## config.mk

```make
export PLATFORM = sky130hd
export DESIGN_NAME = bus_dev_port
export DESIGN_NICKNAME = d
export VERILOG_FILES = /design/src/rtl/bus_port_pkg.sv /design/src/rtl/bus_sync_fifo.sv /design/src/rtl/bus_dev_port.sv
export SDC_FILE = /design/constraint.sdc
export NUM_CORES = 1
export LEC_CHECK = 0
export CORE_ASPECT_RATIO = 1.75
export CORE_MARGIN = 5
export CORE_UTILIZATION = 53
export CTS_CLUSTER_DIAMETER = 200
export CTS_CLUSTER_SIZE = 40
export DETAILED_ROUTE_END_ITERATION = 6
export GPL_TIMING_DRIVEN = 0
export HOLD_SLACK_MARGIN = 0.05
export MAX_ROUTING_LAYER = met4
export PLACE_DENSITY = 0.77
export SLEW_MARGIN = 20
export SYNTH_ARGS = -nofsm -noshare
export SYNTH_HDL_FRONTEND = slang
export SYNTH_SLANG_ARGS = --single-unit
export TNS_END_PERCENT = 10
```

## constraint.sdc

```tcl
create_clock -name clk -period 4.14 [get_ports clk]
set_input_delay 0.621 -clock clk [delete_from_list [all_inputs] [get_ports clk]]
set_output_delay 0.621 -clock clk [all_outputs]
set_load 0.02 [all_outputs]
```

## src/rtl/bus_port_pkg.sv

```systemverilog
// Shared types and helpers for the bus device port: ID width, ID position and destination decode.
package bus_port_pkg;

    localparam int ID_W          = 8;
    localparam int ID_MSB_OFFSET = 0;
    localparam int PKT_W_MAX     = 256;

    typedef logic [ID_W-1:0] port_id_t;

    // Callers zero-extend their packet to PKT_W_MAX and pass their real packet width.
    function automatic port_id_t get_dest_id(input logic [PKT_W_MAX-1:0] pkt, input int pkt_w);
        return pkt[pkt_w-1-ID_MSB_OFFSET -: ID_W];
    endfunction

endpackage

```

## src/rtl/bus_sync_fifo.sv

```systemverilog
// First-word-fall-through circular buffer with registered count; writes when full and
// reads when empty are ignored, and rdata is forced to zero while empty.
module bus_sync_fifo #(
    parameter int width = 32,
    parameter int depth = 8
) (
    input  logic             clk,
    input  logic             reset,
    input  logic             wr,
    input  logic [width-1:0] wdata,
    input  logic             rd,
    output logic [width-1:0] rdata,
    output logic             full,
    output logic             empty
);

    localparam int PTR_W = $clog2(depth);
    localparam int CNT_W = PTR_W + 1;

    logic [width-1:0] mem_q [depth];
    logic [PTR_W-1:0] rptr_q, rptr_d;
    logic [PTR_W-1:0] wptr_q, wptr_d;
    logic [CNT_W-1:0] cnt_q, cnt_d;
    logic             wrEn, rdEn;

    assign full  = (cnt_q == CNT_W'(depth));
    assign empty = (cnt_q == '0);
    assign wrEn  = wr & ~full;
    assign rdEn  = rd & ~empty;
    assign rdata = empty ? '0 : mem_q[rptr_q];

    // Pointers wrap naturally because depth is a power of two.
    always_comb begin
        rptr_d = rptr_q;
        wptr_d = wptr_q;
        cnt_d  = cnt_q;
        if (wrEn) wptr_d = wptr_q + PTR_W'(1);
        if (rdEn) rptr_d = rptr_q + PTR_W'(1);
        case ({wrEn, rdEn})
            2'b10:   cnt_d = cnt_q + CNT_W'(1);
            2'b01:   cnt_d = cnt_q - CNT_W'(1);
            default: cnt_d = cnt_q;
        endcase
    end

    always_ff @(posedge clk or negedge reset) begin
        if (!reset) begin
            rptr_q <= '0;
            wptr_q <= '0;
            cnt_q  <= '0;
        end else begin
            rptr_q <= rptr_d;
            wptr_q <= wptr_d;
            cnt_q  <= cnt_d;
        end
    end

    always_ff @(posedge clk) begin
        if (wrEn) mem_q[wptr_q] <= wdata;
    end

endmodule

```

## src/rtl/bus_dev_port.sv

```systemverilog
// Per-device bus endpoint: TX queue drained by the bus, RX queue filled by the bus.
// Optional destination filtering on incoming packets is enabled by BUS_PORT_RX_FILTER_EN.
module bus_dev_port
    import bus_port_pkg::*;
#(
    parameter int       pckg_sz   = 32,
    parameter int       depth     = 8,
    parameter port_id_t drvr_id   = 8'd0,
    parameter port_id_t broadcast = 8'hFF
) (
    input  logic               clk,
    input  logic               reset,
    output logic               pndng,
    output logic [pckg_sz-1:0] D_pop,
    input  logic               pop,
    input  logic               push,
    input  logic [pckg_sz-1:0] D_push,
    input  logic               tx_valid,
    input  logic [pckg_sz-1:0] tx_data,
    output logic               tx_ready,
    output logic               rx_valid,
    output logic [pckg_sz-1:0] rx_data,
    input  logic               rx_ready,
    output logic [7:0]         rx_drop_cnt,
    output logic               pop_err
);

    logic       txFull, txEmpty, rxFull, rxEmpty;
    logic       pushAccept;
    logic [7:0] dropCnt_q, dropCnt_d;
    logic       popErr_q, popErr_d;

`ifdef BUS_PORT_RX_FILTER_EN
    port_id_t destId;
    assign destId     = get_dest_id(PKT_W_MAX'(D_push), pckg_sz);
    assign pushAccept = (destId == drvr_id) || (destId == broadcast);
`else
    logic unusedIds;
    assign unusedIds  = ^{drvr_id, broadcast};
    assign pushAccept = 1'b1;
`endif

    assign tx_ready    = ~txFull;
    assign pndng       = ~txEmpty;
    assign rx_valid    = ~rxEmpty;
    assign rx_drop_cnt = dropCnt_q;
    assign pop_err     = popErr_q;

    bus_sync_fifo #(.width(pckg_sz), .depth(depth)) u_txFifo (
        .clk   (clk),
        .reset (reset),
        .wr    (tx_valid & tx_ready),
        .wdata (tx_data),
        .rd    (pop & pndng),
        .rdata (D_pop),
        .full  (txFull),
        .empty (txEmpty)
    );

    bus_sync_fifo #(.width(pckg_sz), .depth(depth)) u_rxFifo (
        .clk   (clk),
        .reset (reset),
        .wr    (push & pushAccept & ~rxFull),
        .wdata (D_push),
        .rd    (rx_valid & rx_ready),
        .rdata (rx_data),
        .full  (rxFull),
        .empty (rxEmpty)
    );

    // Fullness is judged on the registered count, so a same-cycle RX read never rescues a push.
    always_comb begin
        dropCnt_d = dropCnt_q;
        popErr_d  = popErr_q;
        if (push && pushAccept && rxFull && (dropCnt_q != 8'hFF))
            dropCnt_d = dropCnt_q + 8'd1;
        if (pop && !pndng)
            popErr_d = 1'b1;
    end

    always_ff @(posedge clk or negedge reset) begin
        if (!reset) begin
            dropCnt_q <= '0;
            popErr_q  <= 1'b0;
        end else begin
            dropCnt_q <= dropCnt_d;
            popErr_q  <= popErr_d;
        end
    end

endmodule

```

Yosys cells after proc, flatten, opt, wreduce, memory -nomap -nowiden

Memory sizes are Yosys's and may differ from the RTL's.
Index checks and enable logic that the tools add are counted.

Add/sub/neg operators: 9
Equal/unequal tests: 7
Multiplexer cells: 8
Bitwise logic cells: 12
Reductions and logical operators: 7

Operator list:

| cell                  | number |
|---|---|
| $mux W32              | 2 |
| $pmux W4 S2           | 2 |
| $add A3 B1 Y3 const B | 4 |
| $add A4 B1 Y4 const B | 2 |
| $add A8 B1 Y8 const B | 1 |
| $and A1 B1 Y1         | 8 |
| $eq A4 B4 Y1 const B  | 2 |
| $logic_not A4 Y1      | 2 |
| $ne A8 B8 Y1 const B  | 1 |
| $sub A4 B1 Y4 const B | 2 |
| $eq A2 B1 Y1 const B  | 2 |
| $eq A2 B2 Y1 const B  | 2 |
| $mux W1               | 4 |
| $not A1 Y1            | 4 |
| $reduce_bool A2 Y1    | 2 |
| $logic_and A1 B1 Y1   | 3 |

Register bits after elaboration: 29
Bits in writable memories: 512
Input bits: 70
Output and inout bits: 76
Word-level logic and storage cells: 53
Memories: 2

Memory list:

| name           | depth | width | rd ports | clocked after memory_dff | wr ports | RTL line            | RTL |
|---|---|---|---|---|---|---|---|
| u_rxFifo.mem_q | 8     | 32    | 1        | 0                        | 1        | bus_sync_fifo.sv:20 | `logic [width-1:0] mem_q [depth];` |
| u_txFifo.mem_q | 8     | 32    | 1        | 0                        | 1        | bus_sync_fifo.sv:20 |  |

Logic depth before layout (Yosys ltp)

Depth after elaboration: 6
Gate-level depth with buffers: 12
Mapped depth without buffers: 10

Cells and area by module

A second synthesis with hierarchy kept.

Cells, all modules: 980
Area total of the unflattened synthesis: 21149.0 um2

Modules (own cells, without submodules):

| module        | times used | cells an instance | area each (um2) | sequential area each (um2) |
|---|---|---|---|---|
| bus_sync_fifo | 2          | 467               | 10337.4         | 7937.6 |
| bus_dev_port  | 1          | 46                | 474.2           | 225.2 |

Worst setup path before layout

Ideal clock, no wire load.

Path type: register -> register
Start: register u_txFifo.cnt_q[1]
End: memory u_txFifo.mem_q[0][0], enable pin
Library setup time: 502 ps
Arrival: 4081 ps
Data required time: 3638 ps
Setup slack: -442 ps
Cell stages (with the launch flop): 6
Buffers on the path: 1
Period minus slack after synthesis: 4582 ps
Cell sequence: dfrtp_1 buf_2 nor3_1 nand2_1 nand2_1 nor4_1

Longest elaborated chain between the ends: 6

RTL lines:

| element                         | RTL line            | RTL |
|---|---|---|
| start: declaration              | bus_sync_fifo.sv:23 | `logic [CNT_W-1:0] cnt_q, cnt_d;` |
| start signal: assignment        | bus_sync_fifo.sv:54 | `cnt_q <= cnt_d;` |
| $eq A4 B4 Y1 *                  | bus_sync_fifo.sv:26 | `assign full = (cnt_q == CNT_W'(depth));` |
| $not A1 Y1 *                    | bus_dev_port.sv:43  | `assign tx_ready = ~txFull;` |
| net tx_ready                    | bus_dev_port.sv:20  | `output logic tx_ready,` |
| $and A1 B1 Y1                   | bus_dev_port.sv:52  | `.wr (tx_valid & tx_ready),` |
| $and A1 B1 Y1 *                 | bus_sync_fifo.sv:28 | `assign wrEn = wr & ~full;` |
| $mux W1 *                       | bus_sync_fifo.sv:59 | `if (wrEn) mem_q[wptr_q] <= wdata;` |
| $mux W1 (not written as such) * | bus_sync_fifo.sv:59 |  |
| end: declaration                | bus_sync_fifo.sv:20 |  |

The timed path passes the listed nets; every way through them passes the cells marked *.

Final worst setup path

Start: register u_txFifo.rptr_q[1]
End: output D_pop[21]

Longest elaborated chain between the ends: 2

RTL lines:

| element                  | RTL line            | RTL |
|---|---|---|
| start: declaration       | bus_sync_fifo.sv:21 | `logic [PTR_W-1:0] rptr_q, rptr_d;` |
| start signal: assignment | bus_sync_fifo.sv:52 | `rptr_q <= rptr_d;` |
| $mem_v2 Z8 W32           | --                  |  |
| $mux W32                 | bus_sync_fifo.sv:30 | `assign rdata = empty ? '0 : mem_q[rptr_q];` |
| end: declaration         | bus_dev_port.sv:14  | `output logic [pckg_sz-1:0] D_pop,` |

No other way between the ends.

==> metrics.md <==
| Metric | Value |
|---|---|
| # clock sinks | 541 |
| R2r setup slk | about 1.3 ns |
| Post-CTS Setup Inserts | 0 |
| Worst-path maximum fanout | 10 |
| Worst path cell trace | buf_2 -> buf_1 -> mux4_2 -> mux2i_1 -> nor2_1 -> clkdlybuf4s50_1 |
| H-tree levels | 1 |
| CTS root buffer | clkbuf_16 |
| Synth async-reset ratio | 5.36% |
| Clock share of power | 13.8% |
| Max incr delay on CP | about 0.66 ns |
| Crit Reg-Reg Startpoint | u_rxFifo.cnt_q[2] |
| Max Buffers Root-to-Sink | 3 |
| Max Cap Violations | 0 |
| Overall global routing resource usage | 19.9% |
| # rows | 96 |
| Final setup vio count | 0 |
| CTS tree | yes |
| DR iter-0 viols | 820 |
| Final Total Pwr | about 16 mW |
| LEAKAGE | about 7.9 nW |
| Switch share | 33.4% |
| WL final | between 40 and 50 mm |
| Grt ovf | 0 |
| Hold Vio Cnt, Final | 0 |
| Final nets | around 1300 |
| Die Wd | ~160 um |
| Pint | about 11 mW |
| Required @ worst endpoint | 3.52 ns |
| Top_reg_cell synth | edfxtp_1 |
| Clk_lat worst skew | 0.56 ns |
| Critical path startpoint category | flip-flop |
| Mapped Cells | 970 |
| Antenna violations before repair | 0 |
| Crit path max-delay family | buffers and inverters |
| Inserted Clock Buffers | 17 |
| ANT nets after route | 0 |
| FILL cells | 2676 |
| Outcome | finished, final reports clean |
| Setup ws final | 0.361 ns |
| Largest net degree at the start of global routing | between 40 and 50 |
| Layout cell share with drive strength beyond 1 | 19.8% |
| EDFF count, synth | 512 |
| RSZ-0062 raised after global routing | no |
| Multi-input logic area | about 4800 um^2 |
| Synth cell types | 38 |
| Worst Skew | 0.0416 ns |
| P&R area growth vs syn | 14.9% |
| PortBufs | 145 |
| Placed instance count | 1645 |
| Mapped Nets | 1051 |
| HP Class | in -> async |
| Antenna Cells | 0 |
| Setup Total Neg Slack | 0 ns |
| Most frequent cells in the layout | edfxtp_1 (512), clkdlybuf4s50_1 (144), mux4_2 (128) |
| CP bufs+invs | 3 |
| Synth warn | 0 |
| Die height | 273 um |
| R2R depth | 11 |
| Slowest CP cell | buf_1 |
| Vias in the first global route | around 11000 |
| Post_cts resized | 0 |
| First-pass GRT wire length | 64.1 mm |
| Initial Util | 53.6% |
| Synthesized cell area | 21000 um^2 |
| Layout Cells excl Fill | 1670 |
| DRT Pass-1 Iters | 5 |
| Achievable frequency | around 0.26 GHz |
| Slew Viols, Final | 0 |
| I/O Pins | 146 |
| Setup WS pre-CTS | 0.814 ns |
| PD cells | 678 nW/um^2 |
| DIE AREA | 43800 um^2 |
| Final period demand of the worst path | 3.78 ns |
| Sequential Area | between 15000 and 20000 um^2 |
| Clk slew on worst S/H paths | 0.15 ns |
| Vias per inst | 5.91 |
| Setup crit end kind | output port |
| Reg power frac | 44.0% |
| Slew margin rel. | 36.9% |
| Routed length per placed instance | 25.3 um |
| Fin crit share | between 90% and 100% |
| Comb power frac | 42.2% |
| Post-DP HPWL | approximately 29 mm |
| R2r endpoint | u_rxFifo.cnt_q[2] |
| Core Area | 39200 um^2 |
| GP Congestion | ~0.75 |
| Register area share after synthesis | 76.7% |
| Placed Area | 23600 um^2 |
| FF+latch count, synth | 541 |
| WS Path Type | reg -> out |
| Most common cell after layout, fill and taps aside | edfxtp_1 |
| DRC viols | 0 |
| Slew of the pin with the lowest slew margin | roughly 0.95 ns |
| Fin area | 24100 um^2 |
| Psw | 5.46 mW |
| Avg Inst Size Synth | 21.6 um^2 |
| Worst Path Arrival | 3.16 ns |
| VDD IR max | 0.562 mV |
| Vias | 9862 |
stage by stage:
step	utilization, %	hold slack, ns
after floorplan	-	0.325
after global placement	58.9	0.472
after detailed placement	60.3	0.451
after CTS	61.5	0.368
after global routing	61.5	0.405
final	61.5	0.391
flip-flops by register name, indices dropped and copies added, names as in the netlist:
register,count
u_rxFifo.mem_q,256
u_txFifo.mem_q,256
rx_drop_cnt,8
u_rxFifo.cnt_q,4
u_txFifo.cnt_q,4
u_rxFifo.rptr_q,3
u_rxFifo.wptr_q,3
u_txFifo.rptr_q,3
u_txFifo.wptr_q,3
pop_err,1
layout make-up:
| type | count | area share [%] |
|---|---|---|
| flip-flops and latches | 541 | 66.8 |
| multi-input cells | 376 | 19.7 |
| repair buffers | 186 | 8.00 |
| well taps | 490 | 2.54 |
| clock buffers | 23 | 1.86 |
| plain buffers | 46 | 0.872 |
| inverters | 7 | 0.109 |
| clock inverters | 1 | 0.0831 |
kinds of logic after synthesis:
| family | share of synthesized area, % |
|---|---|
| DFF | 76.7 |
| muxes | 17.3 |
| and+or+nand+nor | 3.01 |
| buffers and inverters | 1.13 |
| xor gates and xnor gates | 0.877 |
| AOI/OAI and AO/OA | 0.322 |
| adders and majority gates | 0.656 |
cell usage after synthesis (6+ instances only):
| library cell | number | area (um^2) |
|---|---|---|
| buf_2 | 18 | 90.1 |
| dfrtp_1 | 29 | 726 |
| nand2_1 | 17 | 63.8 |
| xnor2_1 | 10 | 87.6 |
| buf_1 | 9 | 33.8 |
| mux4_2 | 128 | 2880 |
| a21oi_1 | 6 | 30.0 |
| clkbuf_1 | 16 | 60.1 |
| nand3_1 | 6 | 30.0 |
| ha_1 | 11 | 138 |
| xor2_1 | 11 | 96.3 |
| nor2_1 | 77 | 289 |
| nor3_1 | 9 | 45.0 |
| mux2i_1 | 66 | 661 |
| edfxtp_1 | 512 | 15400 |
| nand2b_1 | 6 | 37.5 |
worst reg2reg max path: stages (launching register included):
cell,delay (ns)
dfrtp_1,0.52
nor4_4,0.67
inv_2,0.07
and2_1,0.17
buf_2,0.17
ha_1,0.28
xor2_1,0.17
ha_1,0.19
a21oi_1,0.16
xor2_1,0.16
nor2_1,0.06
xor2_1,0.14
routing by layer:
layer | global-route usage, % | share of wire [%]
met5 | - | 0
met2 | 37.9 | 58
met3 | 2.40 | 4.6
met4 | 4.26 | 1.8
met1 | 22.5 | 35
what timing repair did:
item,CTS,global route
setup endpoints to repair,0,0
endpoints found under the hold margin,18,0
hold buffers,1,0
power groups by stage:
stage / Combinational, mW / Sequential, mW / Clock [mW]
after floorplan: 4.20 / 7.27 / 0
after global placement: 6.64 / 7.33 / 0
after detailed placement: 7.00 / 7.32 / 0
after CTS: 7.04 / 7.20 / 2.32
after global routing: 7.38 / 7.26 / 2.51
final: 6.89 / 7.19 / 2.26
how the worst max path moves through the flow:
stage	startpoint	slack, ns	to	cells after the start
final	u_txFifo.rptr_q[1]	0.36	D_pop[21]	6
after global routing	u_txFifo.rptr_q[1]	0.13	D_pop[28]	6
after CTS	u_txFifo.rptr_q[1]	0.24	D_pop[28]	6
after detailed placement	push	0.81	u_rxFifo.mem_q[0][4]	7
after global placement	push	-2.41	u_rxFifo.mem_q[0][24]	4
after floorplan	u_txFifo.cnt_q[1]	0.40	u_txFifo.mem_q[2][0]	5
Power figures use the tool's default switching activity.
